### config.mk
export PLATFORM = sky130hd
export DESIGN_NAME = rf_wb_arbiter
export DESIGN_NICKNAME = d
export VERILOG_FILES = /design/src/rtl/rf_pkg.sv /design/src/rtl/rf_wb_slot.sv /design/src/rtl/rf_wb_arbiter.sv
export SDC_FILE = /design/constraint.sdc
export NUM_CORES = 1
export LEC_CHECK = 0
export CORE_MARGIN = 8
export CORE_UTILIZATION = 46
export DETAILED_ROUTE_END_ITERATION = 8
export GPL_TIMING_DRIVEN = 0
export PLACE_DENSITY = 0.81
export RECOVER_POWER = 100
export SETUP_SLACK_MARGIN = 0.2
export SYNTH_ARGS = -nofsm -noshare
export SYNTH_HDL_FRONTEND = slang
export SYNTH_SLANG_ARGS = --single-unit
### constraint.sdc
create_clock -name CLK -period 3.35 [get_ports CLK]
set_input_delay 0.67 -clock CLK [delete_from_list [all_inputs] [get_ports CLK]]
set_output_delay 0.67 -clock CLK [all_outputs]
set_load 0.1 [all_outputs]
### src/rtl/rf_pkg.sv
// Shared constants and types for the register-file write-back path.
// Holds data/address widths, requester IDs and the write-entry struct.
// No logic, no latency, no backpressure.
package rf_pkg;

  localparam int XLEN = 32;
  localparam int RAW  = 5;

  // Requester IDs double as slot indices and as PRI/OLD encodings
  localparam bit REQ_ALU = 1'b0;
  localparam bit REQ_LSU = 1'b1;

  typedef struct packed {
    logic [RAW-1:0]  addr;
    logic [XLEN-1:0] data;
  } wb_entry_t;

endpackage

### src/rtl/rf_wb_slot.sv
// One-entry write holding slot with FULL flag.
// Latency: an accepted write is visible on full/addr/data the cycle after acceptance.
// Backpressure: rdy = empty or draining this cycle, so a slot can refill while it drains.
module rf_wb_slot #(
  parameter int XLEN = 32,
  parameter int RAW  = 5
) (
  input  logic            clk,
  input  logic            rst_n,
  input  logic            vld,
  input  logic [RAW-1:0]  req_addr,
  input  logic [XLEN-1:0] req_data,
  input  logic            drain,
  output logic            rdy,
  output logic            full,
  output logic [RAW-1:0]  addr,
  output logic [XLEN-1:0] data
);

  // Ready only depends on registered state (full) and the grant, which is itself registered-state driven
  assign rdy = !full || drain;

  // Load wins over drain so accept-and-drain in one cycle keeps the slot occupied
  always_ff @(posedge clk or negedge rst_n) begin
    if (!rst_n) begin
      full <= 1'b0;
      addr <= '0;
      data <= '0;
    end else if (vld && rdy) begin
      full <= 1'b1;
      addr <= req_addr;
      data <= req_data;
    end else if (drain) begin
      full <= 1'b0;
    end
  end

endmodule

### src/rtl/rf_wb_arbiter.sv
// Round-robin write-back arbiter feeding the register file's single write port (A3/WE3/WD3).
// Latency: a write accepted at edge N drives the write port in cycle N+1; one write per cycle.
// Backpressure: R_i drops only while slot i holds an entry that lost arbitration.
// Optional hazard outputs (QA1/QA2 -> HZ1/HZ2) are built when RF_WB_HAZARD_EN is defined.
module rf_wb_arbiter #(
  parameter int XLEN = rf_pkg::XLEN,
  parameter int RAW  = rf_pkg::RAW
) (
  input  logic            CLK,
  input  logic            RST_N,
  input  logic            V0,
  input  logic [RAW-1:0]  A0,
  input  logic [XLEN-1:0] D0,
  output logic            R0,
  input  logic            V1,
  input  logic [RAW-1:0]  A1W,
  input  logic [XLEN-1:0] D1,
  output logic            R1,
  output logic [RAW-1:0]  A3,
  output logic            WE3,
  output logic [XLEN-1:0] WD3
`ifdef RF_WB_HAZARD_EN
  ,
  input  logic [RAW-1:0]  QA1,
  input  logic [RAW-1:0]  QA2,
  output logic            HZ1,
  output logic            HZ2
`endif
);

  import rf_pkg::*;

  logic            full0, full1;
  logic [RAW-1:0]  addr0, addr1;
  logic [XLEN-1:0] data0, data1;
  logic            ld0, ld1;
  logic            pri;   // slot favoured when both are full and destinations differ
  logic            old;   // slot holding the older entry when both are full
  logic            sel;
  logic [1:0]      gnt;

  rf_wb_slot #(.XLEN(XLEN), .RAW(RAW)) u_slot0 (
    .clk(CLK), .rst_n(RST_N), .vld(V0), .req_addr(A0), .req_data(D0),
    .drain(gnt[REQ_ALU]), .rdy(R0), .full(full0), .addr(addr0), .data(data0)
  );

  rf_wb_slot #(.XLEN(XLEN), .RAW(RAW)) u_slot1 (
    .clk(CLK), .rst_n(RST_N), .vld(V1), .req_addr(A1W), .req_data(D1),
    .drain(gnt[REQ_LSU]), .rdy(R1), .full(full1), .addr(addr1), .data(data1)
  );

  assign ld0 = V0 && R0;
  assign ld1 = V1 && R1;

  // Grant: lone full slot wins; two full slots to the same real register keep program order, else round-robin
  always_comb begin
    sel = pri;
    if (addr0 == addr1 && addr0 != '0) sel = old;
    if (full0 && full1) gnt = sel ? 2'b10 : 2'b01;
    else                gnt = {full1, full0};
  end

  // Write-port mux; an x0 entry is consumed with the enable held low
  always_comb begin
    A3  = '0;
    WD3 = '0;
    WE3 = 1'b0;
    if (gnt[REQ_ALU]) begin
      A3  = addr0;
      WD3 = data0;
      WE3 = (addr0 != '0);
    end else if (gnt[REQ_LSU]) begin
      A3  = addr1;
      WD3 = data1;
      WE3 = (addr1 != '0);
    end
  end

  // Round-robin pointer moves to the other slot after every grant
  always_ff @(posedge CLK or negedge RST_N) begin
    if (!RST_N)              pri <= REQ_ALU;
    else if (gnt[REQ_ALU])   pri <= REQ_LSU;
    else if (gnt[REQ_LSU])   pri <= REQ_ALU;
  end

  // Age tracking: a slot loaded behind a waiting slot is younger; simultaneous loads favour the ALU slot
  always_ff @(posedge CLK or negedge RST_N) begin
    if (!RST_N)                             old <= REQ_ALU;
    else if (ld0 && ld1)                    old <= REQ_ALU;
    else if (ld0 && full1 && !gnt[REQ_LSU]) old <= REQ_LSU;
    else if (ld1 && full0 && !gnt[REQ_ALU]) old <= REQ_ALU;
  end

`ifdef RF_WB_HAZARD_EN
  // Pending-write hazard flags for decode; x0 never reports a hazard
  always_comb begin
    HZ1 = (QA1 != '0) && ((full0 && addr0 == QA1) || (full1 && addr1 == QA1));
    HZ2 = (QA2 != '0) && ((full0 && addr0 == QA2) || (full1 && addr1 == QA2));
  end
`endif

endmodule
Word level (Yosys, flattened, before mapping) --
Index checks and enable logic that the tools add are counted.
Storage, ports and cells: word-level logic and storage cells 47, bits of input ports 78, output and inout bits 40, bits in registers 78
Cells by class: mux-type cells 17, equality and inequality tests 1, reduce and logical (&&, ||, !) cells 21
Operator list (number):
- two-way mux 32 bit | 2
- two-way mux 1 bit | 11
- two-way mux 5 bit | 2
- nonzero test 5 bit | 2
- logical AND 1 bit | 9
- nonzero test 2 bit | 3
- == test 5 bit | 1
- logical NOT 1 bit | 4
- two-way mux 2 bit | 2
- nonzero test 3 bit | 1
- logical OR 1 bit | 2

Longest topological paths before layout --
Gate-level depths: netlist (run 1).
word-level depth 12, depth in mapped cells 7, depth with buffers taken out 5

Hierarchy --
Synthesis (run 1) repeated with hierarchy kept, for this count alone.
Unflattened totals: cells, all modules 243, area total of the unflattened synthesis 3813.7 sq um
By module, submodules not included:
- rf_wb_slot | cells each 81, area an instance 1572.8 sq um, times used 2, seq. area each 950.9 sq um
- rf_wb_arbiter | cells each 81, area an instance 668.1 sq um, times used 1, seq. area each 50.0 sq um

Worst setup path before layout (run 1) --
OpenSTA, ideal clock, no wires.
path kind register to output, start point reg u_slot0.addr[0], end point out R0, data arrival time 2.647 ns, setup slack 0.033 ns, buffers on the path 0, required time 2.680 ns, cell stages (with the launch flop) 5, cell sequence dfrtp_1 nor3_2 a211o_1 nor2_1 a31oi_1
Between the ends: word-level cells in the longest chain between the ends 6, elaborated cells between the ends (all ways) 7, classes of those cells eq/ne: 1; mux: 3; reduce/logical: 3
Ends and longest elaborated chain:
- start: declaration | line rf_wb_slot.sv:16 | output logic [RAW-1:0] addr,
- start signal: assignment | line rf_wb_slot.sv:31 | addr <= req_addr;
- == test 5 bit / nonzero test 5 bit (equally long branches) | line rf_wb_arbiter.sv:58 | if (addr0 == addr1 && addr0 != '0) sel = old;
- logical AND 1 bit (*) | line rf_wb_arbiter.sv:58
- two-way mux 1 bit (*) | line rf_wb_arbiter.sv:58
- two-way mux 2 bit (*) (2 in a row) | line rf_wb_arbiter.sv:59 | if (full0 && full1) gnt = sel ? 2'b10 : 2'b01;
- logical OR 1 bit (*) | line rf_wb_slot.sv:21 | assign rdy = !full || drain;
- end: declaration | line rf_wb_arbiter.sv:14 | output logic R0,
Every way passes the cells marked *; elsewhere a longest branch is shown, timed or not.

Worst setup path after layout (run 1) --
start point reg u_slot1.addr[4], end point out WD3[7]
Between the ends: word-level cells in the longest chain between the ends 7
Ends and longest elaborated chain:
- start: declaration | line rf_wb_slot.sv:16
- start signal: assignment | line rf_wb_slot.sv:31
- == test 5 bit (*) | line rf_wb_arbiter.sv:58
- logical AND 1 bit (*) | line rf_wb_arbiter.sv:58
- two-way mux 1 bit (*) | line rf_wb_arbiter.sv:58
- two-way mux 2 bit (*) (2 in a row) | line rf_wb_arbiter.sv:59
- two-way mux 32 bit | line rf_wb_arbiter.sv:72 | end else if (gnt[REQ_LSU]) begin
- two-way mux 32 bit (*) | line rf_wb_arbiter.sv:68 | if (gnt[REQ_ALU]) begin
- end: declaration | line rf_wb_arbiter.sv:21 | output logic [XLEN-1:0] WD3
Marked as above.

==> results by group, run 1 <==
CTS
  – Clock Pin Slew Worst Setup and Hold Paths: 80 ps
  – Clk buf depth: 2
  – TritonCTS Sinks: 78
  – CTS Buf Count: 9
  – CTS root buf: clkbuf_8
  – Hold buffers post-CTS: 0
  – Clk Latency, worst-skew pair: 340 ps
  – TritonCTS clock tree: yes
  – Level count of the clock H-tree: 3

Outcome
  – Failing checks: max-capacitance violations, max-slew violations
  – Outcome: complete, but fails checks

Worst setup path
  – Worst Setup EP: WD3[7]
  – Worst setup startpoint: u_slot1.addr[4]$_DFFE_PN0P_
  – Startpoint Class: register
  – Crit end category: output port
  – R2R Path End: u_slot1.data[24]$_DFFE_PN0P_
  – Worst-case reg-to-reg path depth: 9
  – Worst r2r src: u_slot0.addr[0]$_DFFE_PN0N_
  – Worst Path Required: 2680 ps
  – CP Data Arrival Time: 2540 ps
  – Crit Path Class: reg -> out
  – Flop-to-flop setup slack: 360 ps
  – CP max FO: 10

Synth
  – Synthesized cell area: 3492 um2
  – Top-area cell type share of the netlist area: 0.5589
  – Synth Area in Compound Gates: 0.1265
  – Sequential-to-total area share from yosys stat: 0.5589
  – Post-synthesis register bit count: 78
  – Area leader, netlist: dfrtp_1
  – Synth unique cells: 32
  – Xor-xnor portion of the synthesized cell area: 0.01254
  – Largest family of logic cells by synthesized area: multiplexers
  – Asr flop ratio synth: 1.000
  – Synthesized instance count: 249
  – Synthesis warning total: 0
  – Syn avg cell area: 14.02 um2
  – Number of synthesized flops with an enable pin: 0
  – Post-synthesis mux area share: 0.2386
  – Fraction of the mapped netlist area in simple logic gates: 0.03296
  – Post-synth net total: 327
  – Adder-cell share of the synthesized area: 0
  – Top cells by area, synth: dfrtp_1 56%, mux2_1 12%, mux2_2 12%, a22o_1 9.5%, buf_2 1.0%
  – Synth Flop Type: dfrtp_1

STA
  – RSZ-0062 raised after global routing: yes
  – Final worst slack: 139.9 ps
  – Final hold violation count: 0
  – Final period util: 0.9582
  – Fmax: 311.5 MHz
  – Worst slew margin: -0.1740
  – Final Critical Period: 3210 ps
  – Max-slew violations: 72
  – Clock skew: 11.21 ps
  – Least-Margin Pin Slew: 1761 ps
  – Setup violations, final: 0

Route
  – DRC viols: 0
  – ANT nets after route: 0
  – DR pass1 iterations: 4
  – Detailed-route vias per instance: 5.437
  – Vias: 2686
  – Drt initial violations: 94
  – Routed wire per std cell: 20.57 um
  – Aggregate routed wire length: 10160 um

Global route
  – Total grt overflow: 0
  – First-pass GRT wire length: 15080 um
  – Vias in the first global route: 2908
  – GRT Total Usage: 0.1864
  – Antenna violations before repair: 0
  – Largest net degree at the start of global routing: 72

Finish
  – Sequential Area: 1957 um2
  – ANT cells: 0
  – Share of cells above drive strength 1: 0.3747
  – Commonest non-fill, non-tap cell in the layout: clkdlybuf4s50_1
  – Multi-input gate area: 1604 um2
  – Area growth syn-to-layout: 56.50%
  – Most frequent cells in the layout: 76 x clkdlybuf4s50_1, 74 x dfrtp_1, 38 x mux2_1, 36 x mux2_2, 19 x buf_4
  – Total Nets Final: 469
  – Fillers: 508

Flow run
  – Max Cap Viol: 1

Floorplan
  – Core box area: 7292 um2
  – Starting Density: 0.4789
  – # rows: 31
  – Ports: 118
  – Die Outline Area: 10640 um2
  – Die X: 103.1 um
  – Die span in y: 103.1 um

Placed design
  – Post-Place Worst Slack: -743.1 ps
  – RePlAce Congestion: 0.8485
  – Hpwl dp: 6861 um
  – Port-buffer cells: 117

Min path
  – Hold Path Class: in -> async
==> cell type report <==
class / instances / share of cell area
tap: 99 / 0.02266
timing repair buffer: 131 / 0.2569
buffer: 16 / 0.02541
clock buffer: 12 / 0.02839
sequential: 78 / 0.3581
inverter: 4 / 0.002747
multi-input combinational: 151 / 0.2935
clock inverter: 3 / 0.01236
==> worst min-delay path by stage <==
stage                                   end  cells past startpoint                          from
2_1_floorplan               old$_DFFE_PN0P_                      0                         RST_N
3_3_place_gp   u_slot0.data[25]$_DFFE_PN0N_                      1  u_slot0.data[25]$_DFFE_PN0N_
3_5_place_dp   u_slot0.data[17]$_DFFE_PN0N_                      1  u_slot0.data[17]$_DFFE_PN0N_
4_1_cts        u_slot1.data[15]$_DFFE_PN0P_                      1                         RST_N
5_1_grt        u_slot1.data[15]$_DFFE_PN0P_                      1                         RST_N
6_report       u_slot1.data[15]$_DFFE_PN0P_                      1                         RST_N
==> logic make-up (layout without fill, tap and decap cells) <==
logic type	after synthesis	after routing
flip-flops	78	78
multiplexers	74	74
AO/OA/AOI/OAI	50	50
AND/OR/NAND/NOR	22	22
buffers and inverters	20	166
XOR/XNOR	5	5
==> Yosys cell counts, types with 2 or more instances <==
| master | n |
|---|---|
| dfrtp_1 | 78 |
| a22o_1 | 38 |
| mux2_1 | 38 |
| mux2_2 | 36 |
| buf_2 | 7 |
| nand2_1 | 7 |
| inv_1 | 4 |
| nor2_1 | 4 |
| buf_1 | 3 |
| buf_6 | 3 |
| clkbuf_1 | 3 |
| nor3_1 | 3 |
| xnor2_1 | 3 |
| a21oi_1 | 2 |
| nand3_1 | 2 |
| xor2_1 | 2 |
==> flip-flops by register name, summed over array words and instances (netlist names) <==
name and count:
pri 1, u_slot0.data 32, u_slot0.addr 5, old 1, u_slot0.full 1, u_slot1.addr 5, u_slot1.data 32, u_slot1.full 1
==> per-stage QoR <==
| stage | cell area, um2 | instances | setup TNS [ps] | hold slack (ps) | utilization |
|---|---|---|---|---|---|
| 3_5_place_dp | 4843 | 466 | -22990 | 479.7 | 0.6642 |
| 5_1_grt | 5465 | 494 | 0 | 247.4 | 0.7495 |
| 3_3_place_gp | 4818 | 465 | -110420 | 467.8 | 0.6608 |
| 6_report | 5465 | 494 | 0 | 217.0 | 0.7495 |
| 2_1_floorplan | 3523 | 249 | 0 | 374.4 | - |
| 4_1_cts | 5224 | 488 | 0 | 127.5 | 0.7164 |
==> repair_timing <==
item / CTS / global route
setup endpoints to repair: 40 / 38
cloned: 2 / 1
setup buffers: 5 / 5
pin swaps: 5 / 8
gates resized for setup: 293 / 74
==> layer usage <==
metal  share of wire  routed length, um  vias to the layer above  track usage
met5               0                  0                        -            0
met2            0.55               5566                       81       0.3439
met1            0.38               3855                     1363       0.2018
met3           0.049                500                       22      0.04254
met4           0.023                238                        0      0.07008
li1                -                  -                     1220            -
==> critical path, cell delays in order (launching register included) <==
cell and delay (ps):
dfrtp_1 450, xnor2_1 270, and3_2 290, a21oi_1 120
a311oi_4 390, buf_6 210, a22o_1 150, clkbuf_4 320
Power of run 1 is left out: the tool's default activity adds up to more than one toggle a clock period on the data nets, which glitch-free logic cannot reach.
==> inputs of run 2 (changes only) <==
--- a/config.mk
+++ b/config.mk
@@ -5,7 +5,7 @@
 export SDC_FILE = /design/constraint.sdc
 export NUM_CORES = 1
 export LEC_CHECK = 0
-export CORE_MARGIN = 8
+export CORE_MARGIN = 5
 export CORE_UTILIZATION = 46
 export DETAILED_ROUTE_END_ITERATION = 8
 export GPL_TIMING_DRIVEN = 0
==> run 2 against run 1 <==
Compared with the run above: the flow still finishes with violations (max-capacitance violations, max-slew violations); worst hold slack improved by 280 ps; register-to-register slack improved by 160 ps; maximum frequency decreased by 2.7%; clock-buffer cell count decreased by 2; via count increased by 2.2%.
==> results by group, run 2 (synthesized netlist as in run 1, its figures left out) <==
STA
  – Fmax: 303.2 MHz (-2.7%)
  – Final period util: 0.9844 (+0.02613)
  – Final worst slack: 52.36 ps (-87.53 ps)
  – Final Critical Period: 3298 ps (+87.53 ps)
  – RSZ-0062 raised after global routing: yes
  – Least-Margin Pin Slew: 1926 ps (+165.1 ps)
  – Worst slew margin: -0.2841 (-0.1101)
  – Final hold violation count: 0 (unchanged)
  – Setup violations, final: 0 (unchanged)
  – Max-slew violations: 34 (-53%)
  – Clock skew: 9.244 ps (-1.963 ps)
  – WHS: 493.9 ps (+276.9 ps)

Floorplan
  – Starting Density: 0.4764 (-0.002534)
  – Die span in y: 97.13 um (-5.8%)
  – Die Outline Area: 9434 um2 (-11%)
  – # rows: 31 (unchanged)
  – Ports: 118 (unchanged)
  – Core box area: 7331 um2 (+0.53%)
  – Die X: 97.13 um (-5.8%)

Worst setup path
  – CP max FO: 6 (-4)
  – Crit path largest cell delay: 460 ps (about the same)
  – CP cell instances: xnor2_2 > and3_4 > a21oi_2 > a311oi_2 > buf_4 > buf_8 > buf_8 > a22o_4 > buf_12
  – Startpoint Class: register
  – Crit end category: output port
  – CP dominant cell by count: buf_8
  – CP Data Arrival Time: 2630 ps (+90 ps)
  – Slowest CP cell: dfrtp_1
  – Worst Path Required: 2680 ps (about the same)
  – Crit Path Class: reg -> out

Placed design
  – RePlAce Congestion: 0.9357 (+10%)
  – Hpwl dp: 6325 um (-7.8%)
  – Port-buffer cells: 117 (unchanged)
  – Post-Place Worst Slack: -762.4 ps (-19.33 ps)

Outcome
  – Failing checks: max-capacitance violations, max-slew violations
  – Outcome: complete, but fails checks

Route
  – Detailed-route vias per instance: 5.457 (+0.37%)
  – Vias: 2745 (+2.2%)
  – Aggregate routed wire length: 10170 um (about the same)
  – DR pass1 iterations: 4 (unchanged)
  – Routed wire per std cell: 20.21 um (-1.7%)
  – ANT nets after route: 0 (unchanged)
  – Drt initial violations: 67 (-29%)
  – DRC viols: 0 (unchanged)

Global route
  – First-pass GRT wire length: 15970 um (+5.9%)
  – Vias in the first global route: 3038 (+4.5%)
  – Total grt overflow: 0 (unchanged)
  – Antenna violations before repair: 0 (unchanged)
  – GRT Total Usage: 0.2130 (+0.02651)
  – Largest net degree at the start of global routing: 46 (-36%)

CTS
  – Hold buffers post-CTS: 0 (unchanged)
  – Clk buf depth: 2 (unchanged)
  – Clock Pin Slew Worst Setup and Hold Paths: 90 ps (about the same)
  – Level count of the clock H-tree: 3 (unchanged)
  – TritonCTS Sinks: 78 (unchanged)
  – Clk Latency, worst-skew pair: 350 ps (about the same)
  – CTS Buf Count: 9 (unchanged)
  – TritonCTS clock tree: yes
  – CTS root buf: clkbuf_8

Finish
  – Area growth syn-to-layout: 71.30%
  – Most frequent cells in the layout: 76 x clkdlybuf4s50_1, 76 x dfrtp_1, 38 x mux2_1, 36 x buf_12, 36 x mux2_2
  – Top Registers: u_slot0.data (32), u_slot1.data (32)
  – Share of cells above drive strength 1: 0.4183 (+0.04363)
  – ANT cells: 0 (unchanged)
  – Total Nets Final: 477 (+1.7%)

Flow run
  – Max Cap Viol: 1 (unchanged)

Min path
  – Hold Path Class: reg -> reg
==> run 2: repair_timing <==
| item | 4_1_cts | 5_1_grt |
|---|---|---|
| buffers inserted | 9 | 7 |
| pin swaps | 5 | 23 |
| setup endpoints to repair | 40 | 38 |
| resized for setup | 336 | 81 |
| gates cloned | 2 | 3 |
==> run 2: path summary, 6_finish.rpt <==
check                                             from                      endpoint  slack, ps  depth (start not counted)
setup / recovery           u_slot1.addr[4]$_DFFE_PN0P_                       WD3[20]         50                          9
hold / removal             u_slot1.data[7]$_DFFE_PN0P_   u_slot1.data[7]$_DFFE_PN0P_        490                          1
setup reg to reg           u_slot1.addr[3]$_DFFE_PN0P_   u_slot0.data[2]$_DFFE_PN0N_        520                          8
hold reg to reg            u_slot1.data[7]$_DFFE_PN0P_   u_slot1.data[7]$_DFFE_PN0P_        490                          1
max in group asynchronous                        RST_N  u_slot0.data[26]$_DFFE_PN0N_       1400                          1
min in group asynchronous                        RST_N  u_slot1.data[14]$_DFFE_PN0P_        840                          1
==> run 2: final cells by class <==
class	instances	area [um2]
plain buffers	16	178.9
clock buffers	10	127.6
clock inverters	6	93.84
fillers	381	1349
inverters	4	15.01
multi-input cells	151	1697
flip-flops and latches	78	1954
well taps	99	123.9
repair buffers	139	1792
==> run 2: routing by layer <==
metal  global-route usage  share of wire  vias to the layer above
li1                     -              -                     1229
met1               0.2439           0.38                     1414
met2               0.3816           0.55                       88
met3              0.06604          0.056                       14
met4              0.06048          0.016                        0
met5                    0              0                        -
==> run 2: worst max-delay path: cells and delay by family (launching register included) <==
family                    cells  cell delay (ps)
AOI/OAI and AO/OA             3              570
xor gates and xnor gates      1              260
buffers and inverters         4              670
DFF                           1              460
and+or+nand+nor               1              280
==> run 2: stage by stage <==
stage | instance area, um2 | TNS (ps) | utilization | instances
floorplan | 3523 | 0 | - | 249
global placement | 4818 | -108750 | 0.6573 | 465
detailed placement | 4843 | -24970 | 0.6607 | 466
CTS | 5499 | 0 | 0.7501 | 493
global route | 5982 | -272.1 | 0.8160 | 503
finish | 5982 | 0 | 0.8160 | 503
Power of run 2 is left out for the same reason.
